## config.mk

```make
export PLATFORM = sky130hd
export DESIGN_NAME = fp64_mul_seq
export DESIGN_NICKNAME = d
export VERILOG_FILES = /design/src/rtl/fpu_pkg.sv /design/src/rtl/fp64_round_pack.sv /design/src/rtl/fp64_mul_seq.sv
export SDC_FILE = /design/constraint.sdc
export NUM_CORES = 2
export LEC_CHECK = 0
export BUFFER_PORTS_ARGS = -buffer_cell sky130_fd_sc_hd__clkbuf_2
export CAP_MARGIN = 20
export CORE_MARGIN = 2
export CORE_UTILIZATION = 25
export CTS_CLUSTER_DIAMETER = 80
export CTS_CLUSTER_SIZE = 10
export DETAILED_ROUTE_END_ITERATION = 12
export SYNTH_ARGS = -nofsm -noshare
export SYNTH_HDL_FRONTEND = slang
export SYNTH_SLANG_ARGS = --single-unit
```

## constraint.sdc

```tcl
create_clock -name clk -period 6.3 [get_ports clk]
set_input_delay 0.63 -clock clk [delete_from_list [all_inputs] [get_ports clk]]
set_output_delay 0.63 -clock clk [all_outputs]
set_load 0.01 [all_outputs]
```

## src/rtl/fpu_pkg.sv

```systemverilog
// Shared FPU definitions: binary64 field constants, default quiet NaN,
// multiplier FSM states and an operand classification helper.
package fpu_pkg;

  localparam int unsigned EXP_BIAS = 1023;
  localparam logic [10:0] EXP_MAX  = 11'h7FF;
  localparam int unsigned MANT_W   = 52;
  localparam logic [63:0] QNAN     = 64'h7FF8_0000_0000_0000;

  typedef enum logic [2:0] {
    IDLE,
    NORM,
    MUL,
    ROUND,
    DONE
  } state_t;

  typedef struct packed {
    logic is_nan;
    logic is_inf;
    logic is_zero;
    logic is_sub;
  } fp_class_t;

  function automatic fp_class_t classify(input logic [63:0] x);
    fp_class_t c;
    c.is_nan  = (x[62:52] == EXP_MAX) && (x[51:0] != '0);
    c.is_inf  = (x[62:52] == EXP_MAX) && (x[51:0] == '0);
    c.is_zero = (x[62:52] == '0) && (x[51:0] == '0);
    c.is_sub  = (x[62:52] == '0) && (x[51:0] != '0);
    return c;
  endfunction

endpackage

```

## src/rtl/fp64_round_pack.sv

```systemverilog
// Round-to-nearest-even and pack of a normalised binary64 significand;
// saturates to Inf on overflow and flushes to zero on underflow.
module fp64_round_pack
  import fpu_pkg::*;
(
  input  logic                     i_sign,
  input  logic signed [12:0]       i_exp,
  input  logic        [MANT_W-1:0] i_mant,
  input  logic                     i_guard,
  input  logic                     i_sticky,
  output logic        [63:0]       o_y,
  output logic                     o_inexact,
  output logic                     o_overflow,
  output logic                     o_underflow
);

  logic              w_inc;
  logic [MANT_W:0]   w_sum;
  logic signed [12:0] w_exp;

  always_comb begin
    w_inc       = i_guard & (i_sticky | i_mant[0]);
    w_sum       = {1'b0, i_mant} + {{MANT_W{1'b0}}, w_inc};
    // A rounding carry leaves the fraction field at zero and bumps the exponent.
    w_exp       = i_exp + $signed({12'd0, w_sum[MANT_W]});
    o_y         = '0;
    o_inexact   = 1'b0;
    o_overflow  = 1'b0;
    o_underflow = 1'b0;
    if (w_exp >= 13'sd2047) begin
      o_y        = {i_sign, EXP_MAX, {MANT_W{1'b0}}};
      o_overflow = 1'b1;
      o_inexact  = 1'b1;
    end else if (w_exp <= 13'sd0) begin
      o_y         = {i_sign, 63'd0};
      o_underflow = 1'b1;
      o_inexact   = 1'b1;
    end else begin
      o_y       = {i_sign, w_exp[10:0], w_sum[MANT_W-1:0]};
      o_inexact = i_guard | i_sticky;
    end
  end

endmodule

```

## src/rtl/fp64_mul_seq.sv

```systemverilog
// Multi-cycle binary64 multiplier, shift-add mantissa datapath, valid/ready.
// Define FP64_MUL_RADIX4_EN to retire two multiplier bits per MUL cycle.
module fp64_mul_seq
  import fpu_pkg::*;
#(
  parameter logic [63:0] QNAN = fpu_pkg::QNAN
)(
  input  logic        clk,
  input  logic        rst_n,
  input  logic        in_valid,
  output logic        in_ready,
  input  logic [63:0] a,
  input  logic [63:0] b,
  output logic        out_valid,
  input  logic        out_ready,
  output logic [63:0] y,
  output logic        invalid,
  output logic        inexact,
  output logic        overflow,
  output logic        underflow
);

`ifdef FP64_MUL_RADIX4_EN
  localparam logic [5:0] MUL_LAST = 6'd26;
`else
  localparam logic [5:0] MUL_LAST = 6'd52;
`endif

  state_t r_state, w_next;

  logic               r_sign;
  logic        [52:0] r_ma, r_mb;
  logic signed [12:0] r_ea, r_eb;
  logic       [105:0] r_acc, r_mcand;
`ifdef FP64_MUL_RADIX4_EN
  logic       [105:0] r_m3;
`endif
  logic        [52:0] r_mplier;
  logic         [5:0] r_cnt;
  logic        [63:0] r_y;
  logic               r_invalid, r_inexact, r_overflow, r_underflow;

  fp_class_t          w_ca, w_cb;
  logic               w_special, w_sub_any, w_load_mul, w_norm_done;
  logic        [63:0] w_spec_y;
  logic               w_spec_inv;
  logic        [52:0] w_a_mant, w_b_mant, w_ma_sh, w_mb_sh, w_ld_ma, w_ld_mb;
  logic signed [12:0] w_a_exp, w_b_exp, w_ea_sh, w_eb_sh, w_e, w_e_rnd;
  logic        [51:0] w_rp_mant;
  logic               w_rp_guard, w_rp_sticky;
  logic        [63:0] w_rp_y;
  logic               w_rp_inexact, w_rp_overflow, w_rp_underflow;

  always_comb begin
    w_ca       = classify(a);
    w_cb       = classify(b);
    w_special  = w_ca.is_nan | w_ca.is_inf | w_ca.is_zero |
                 w_cb.is_nan | w_cb.is_inf | w_cb.is_zero;
    w_sub_any  = w_ca.is_sub | w_cb.is_sub;
    w_a_mant   = {~w_ca.is_sub, a[51:0]};
    w_b_mant   = {~w_cb.is_sub, b[51:0]};
    w_a_exp    = w_ca.is_sub ? 13'sd1 : $signed({2'b00, a[62:52]});
    w_b_exp    = w_cb.is_sub ? 13'sd1 : $signed({2'b00, b[62:52]});
    w_spec_inv = 1'b0;
    if (w_ca.is_nan) begin
      w_spec_y = a | 64'h0008_0000_0000_0000;
    end else if (w_cb.is_nan) begin
      w_spec_y = b | 64'h0008_0000_0000_0000;
    end else if ((w_ca.is_zero & w_cb.is_inf) | (w_ca.is_inf & w_cb.is_zero)) begin
      w_spec_y   = QNAN;
      w_spec_inv = 1'b1;
    end else if (w_ca.is_inf | w_cb.is_inf) begin
      w_spec_y = {a[63] ^ b[63], EXP_MAX, {MANT_W{1'b0}}};
    end else begin
      w_spec_y = {a[63] ^ b[63], 63'd0};
    end
  end

  always_comb begin
    w_ma_sh     = r_ma[52] ? r_ma : {r_ma[51:0], 1'b0};
    w_mb_sh     = r_mb[52] ? r_mb : {r_mb[51:0], 1'b0};
    w_ea_sh     = r_ma[52] ? r_ea : r_ea - 13'sd1;
    w_eb_sh     = r_mb[52] ? r_eb : r_eb - 13'sd1;
    w_norm_done = (w_ma_sh[52] & w_mb_sh[52]) | (r_cnt == 6'd51);
    w_load_mul  = (r_state == IDLE & in_valid & ~w_special & ~w_sub_any) |
                  (r_state == NORM & w_norm_done);
    w_ld_ma     = (r_state == IDLE) ? w_a_mant : w_ma_sh;
    w_ld_mb     = (r_state == IDLE) ? w_b_mant : w_mb_sh;
  end

  always_comb begin
    w_e         = r_ea + r_eb - $signed(13'(EXP_BIAS));
    w_e_rnd     = r_acc[105] ? w_e + 13'sd1 : w_e;
    w_rp_mant   = r_acc[105] ? r_acc[104:53] : r_acc[103:52];
    w_rp_guard  = r_acc[105] ? r_acc[52] : r_acc[51];
    w_rp_sticky = r_acc[105] ? |r_acc[51:0] : |r_acc[50:0];
  end

  fp64_round_pack u_round (
    .i_sign      (r_sign),
    .i_exp       (w_e_rnd),
    .i_mant      (w_rp_mant),
    .i_guard     (w_rp_guard),
    .i_sticky    (w_rp_sticky),
    .o_y         (w_rp_y),
    .o_inexact   (w_rp_inexact),
    .o_overflow  (w_rp_overflow),
    .o_underflow (w_rp_underflow)
  );

  always_ff @(posedge clk) begin
    if (!rst_n) r_state <= IDLE;
    else        r_state <= w_next;
  end

  always_comb begin
    w_next = r_state;
    unique case (r_state)
      IDLE:  if (in_valid) w_next = w_special ? DONE : (w_sub_any ? NORM : MUL);
      NORM:  if (w_norm_done) w_next = MUL;
      MUL:   if (r_cnt == 6'd0) w_next = ROUND;
      ROUND: w_next = DONE;
      DONE:  if (out_ready) w_next = IDLE;
      default: w_next = IDLE;
    endcase
  end

  always_ff @(posedge clk) begin
    if (!rst_n) begin
      r_sign      <= 1'b0;
      r_ma        <= '0;
      r_mb        <= '0;
      r_ea        <= '0;
      r_eb        <= '0;
      r_acc       <= '0;
      r_mcand     <= '0;
`ifdef FP64_MUL_RADIX4_EN
      r_m3        <= '0;
`endif
      r_mplier    <= '0;
      r_cnt       <= '0;
      r_y         <= '0;
      r_invalid   <= 1'b0;
      r_inexact   <= 1'b0;
      r_overflow  <= 1'b0;
      r_underflow <= 1'b0;
    end else begin
      case (r_state)
        IDLE: if (in_valid) begin
          r_sign <= a[63] ^ b[63];
          r_ma   <= w_a_mant;
          r_mb   <= w_b_mant;
          r_ea   <= w_a_exp;
          r_eb   <= w_b_exp;
          r_cnt  <= '0;
          if (w_special) begin
            r_y         <= w_spec_y;
            r_invalid   <= w_spec_inv;
            r_inexact   <= 1'b0;
            r_overflow  <= 1'b0;
            r_underflow <= 1'b0;
          end
        end
        NORM: begin
          r_ma  <= w_ma_sh;
          r_mb  <= w_mb_sh;
          r_ea  <= w_ea_sh;
          r_eb  <= w_eb_sh;
          r_cnt <= r_cnt + 6'd1;
        end
        MUL: begin
`ifdef FP64_MUL_RADIX4_EN
          case (r_mplier[1:0])
            2'b01:   r_acc <= r_acc + r_mcand;
            2'b10:   r_acc <= r_acc + {r_mcand[104:0], 1'b0};
            2'b11:   r_acc <= r_acc + r_m3;
            default: ;
          endcase
          r_m3     <= {r_m3[103:0], 2'b00};
          r_mcand  <= {r_mcand[103:0], 2'b00};
          r_mplier <= {2'b00, r_mplier[52:2]};
`else
          if (r_mplier[0]) r_acc <= r_acc + r_mcand;
          r_mcand  <= {r_mcand[104:0], 1'b0};
          r_mplier <= {1'b0, r_mplier[52:1]};
`endif
          r_cnt <= r_cnt - 6'd1;
        end
        ROUND: begin
          r_y         <= w_rp_y;
          r_invalid   <= 1'b0;
          r_inexact   <= w_rp_inexact;
          r_overflow  <= w_rp_overflow;
          r_underflow <= w_rp_underflow;
        end
        default: ;
      endcase
      // Overrides the per-state counter update when MUL starts.
      if (w_load_mul) begin
        r_acc    <= '0;
        r_mcand  <= {53'd0, w_ld_ma};
        r_mplier <= w_ld_mb;
        r_cnt    <= MUL_LAST;
`ifdef FP64_MUL_RADIX4_EN
        r_m3     <= {53'd0, w_ld_ma} + {52'd0, w_ld_ma, 1'b0};
`endif
      end
    end
  end

  assign in_ready  = (r_state == IDLE);
  assign out_valid = (r_state == DONE);
  assign y         = r_y;
  assign invalid   = r_invalid;
  assign inexact   = r_inexact;
  assign overflow  = r_overflow;
  assign underflow = r_underflow;

endmodule

```

==> metrics.txt <==
status finished, final reports clean; Pre-antenna DRT Iters 5; r2r startpoint r_acc[17]$_SDFFE_PP0P_; Die ar. 130000 um^2; DR DRC count 0; initial drt markers 3547; crit start category flop; Post-synth EDFFs 0; most numerous cell in the Yosys netlist nand2_1; clock buffer depth 3; max incr delay on CP 0.44 ns; RD Place Congestion 0.962; grt total ovfl 0; hold violation count in the final report 0; asr flop ratio synth 0; HPWL after DPL 91900 um; clk_skew 0.0750 ns; final wirelength 124000 um; most instantiated cells after synthesis nand2_1 (603), dfxtp_1 (475), a21oi_1 (450); Die Ht 361 um; syn_nets 4408; Synth Instances 4134; path type of the worst setup path reg2reg; pin count of the biggest net entering global routing 101; syn_area_per_cell 7.69 um^2; GRT Total Usage 0.181; crit path capture type flop; # clock sinks 475; pwr/cell area 262 nW/um^2; Hold Crit Class in2reg; Main synth FF type dfxtp_1; total power draw 9.43 mW; Routed Antenna Nets 0; worst hold stages 2; port bufs 201; H-tree levels 2; Critical Path RT 6.82 ns; ratio of cells with drive above 1 in the final layout 0.120; r2r endpoint y[49]$_SDFFE_PN0P_; IO Count 202; maximum vdd drop 0.000225 V; RSZ-0062 raised after global routing yes; post-synthesis cell area 31800 um^2; first-pass GRT wire length 185000 um; reg-to-reg setup timing slack 0.25 ns; synth unique cells 93; Synth Warn # 0; Die Width 361 um; fmax 165 MHz; Core Area 126000 um^2; initial core utilization 0.253; via count 32300; Synth top area share 0.299; Slowest cell on crit path nor4_2; Max-Cap Viols 0; Layout Utilization 0.286; flops & latches, synth 475; Max Slew Vio Count 0; vias in the first global route 29000; Worst Min Path Start b[41]; Worst Max-Slew Pin Slew 1.13 ns; routed vias/inst 5.58; antenna violations before repair 5; WL per Instance 21.5 um; worst hold path endpoint r_mb[41]$_SDFFE_PN0P_; Num CTS Buffers 56; Cell Rows 130; R2R cell count 28; ranking of synthesized cells by area dfxtp_1 (30%), nand2_1 (7.1%), a21oi_1 (7.1%), ha_1 (5.5%), o221a_2 (3.7%); Layout area overhead 13.1%; post-route clock period utilization 0.961; min cycle time layout 6.05 ns; CTS root buffer clkbuf_16; worst skew pair latency 0.67 ns; slew margin rel. 0.248; CTS tree built; Worst-path clk slew 0.06 ns; fin nets 4397; # setup viols final 0; Synth area leader dfxtp_1; cell mode on critical path ha_1; Leak 13.1 nW; Worst Path Arrival 6.57 ns; sequential area share after synthesis 0.299; CP Max Fanout 8
## worst max-delay path by stage
stage	startpoint	endpoint	slack [ns]	cells after the start
after floorplan	r_acc[105]$_SDFFE_PP0P_	y[34]$_SDFFE_PN0P_	0.11	32
after global placement	r_acc[17]$_SDFFE_PP0P_	y[27]$_SDFFE_PN0P_	0.07	29
after detailed placement	r_acc[20]$_SDFFE_PP0P_	y[27]$_SDFFE_PN0P_	-0.12	29
after CTS	r_acc[24]$_SDFFE_PP0P_	y[49]$_SDFFE_PN0P_	0.07	28
after global routing	r_acc[13]$_SDFFE_PP0P_	y[26]$_SDFFE_PN0P_	-0.05	29
final	r_acc[17]$_SDFFE_PP0P_	y[49]$_SDFFE_PN0P_	0.25	28
## cells by family after synthesis
kind of cell | Yosys count | synth area share
xor+xnor | 147 | 0.0412
compound gates | 1457 | 0.315
flops | 475 | 0.299
fa+ha+maj | 142 | 0.0566
simple gates | 1410 | 0.204
buf+inv | 384 | 0.0465
mux | 119 | 0.0377
## power breakdown
group / switching [mW] / leakage [nW] / internal, mW
combinational: 1.59 / 8.37 / 0.936
clock: 1.38 / 0.836 / 1.88
sequential: 0.337 / 3.87 / 3.32
## stage by stage
stage          setup TNS [ns]  instance area (um^2)  setup WS, ns  hold WS, ns  cells
6_report                    0                 36000         0.247        0.292   5791
3_5_place_dp            -1.90                 34100        -0.123        0.457   5710
5_1_grt                -0.619                 36000       -0.0461        0.302   5789
2_1_floorplan               0                 31800         0.110        0.445   4134
4_1_cts                     0                 35900        0.0655        0.271   5783
3_3_place_gp                0                 34100        0.0696        0.453   5710
## area by class of cell
type                    count  area [um^2]
diodes                      4         10.0
clock buffers              62         1470
flip-flops and latches    475         9520
clock inverters            10          250
multi-input cells        3276        21000
inverters                  65          249
fillers                 13700        89900
well taps                1650         2060
repair buffers            249         1410
## metal layers
layer	routed length, um	global-route usage	up-vias
li1	-	-	15200
met2	51300	0.261	1280
met5	13	0	-
met3	13800	0.0628	192
met4	3440	0.0501	2
met1	55900	0.253	15600
## state kept, by name, indices dropped and copies added (netlist names)
signal     flops
inexact        1
invalid        1
overflow       1
r_acc        106
r_cnt          6
r_ea          13
r_eb          13
r_ma          53
r_mb          53
r_mcand      106
r_mplier      53
r_sign         1
r_state        3
underflow      1
y             64
## cell usage in the layout, fill, tap and decap left out, types with 89 or more instances in the layout
cell type,count
a211oi_1,140
a21boi_0,127
a21oi_1,450
clkbuf_2,200
dfxtp_1,472
ha_1,138
mux2i_1,113
nand2_1,598
nor2_1,302
nor2b_1,89
o21ai_0,177
o221a_2,105
## what timing repair did
| action | in CTS | in global routing |
|---|---|---|
| cloned | 0 | 1 |
| setup buffers | 1 | 2 |
| resized for setup | 5 | 13 |
| pin swaps | 1 | 5 |
| hold buffers | 0 | 0 |
| endpoints found under the setup margin | 59 | 61 |
## worst max-delay path, delay by kind of cell (launching register included)
family / cells / cell delay, ns
buffers and inverters: 3 / 0.48
AO/OA/AOI/OAI: 4 / 1.38
XOR/XNOR: 1 / 0.17
AND/OR/NAND/NOR: 16 / 2.69
flip-flops: 1 / 0.33
adder cells (fa/ha/maj): 4 / 0.85
Power figures use the tool's default switching activity.
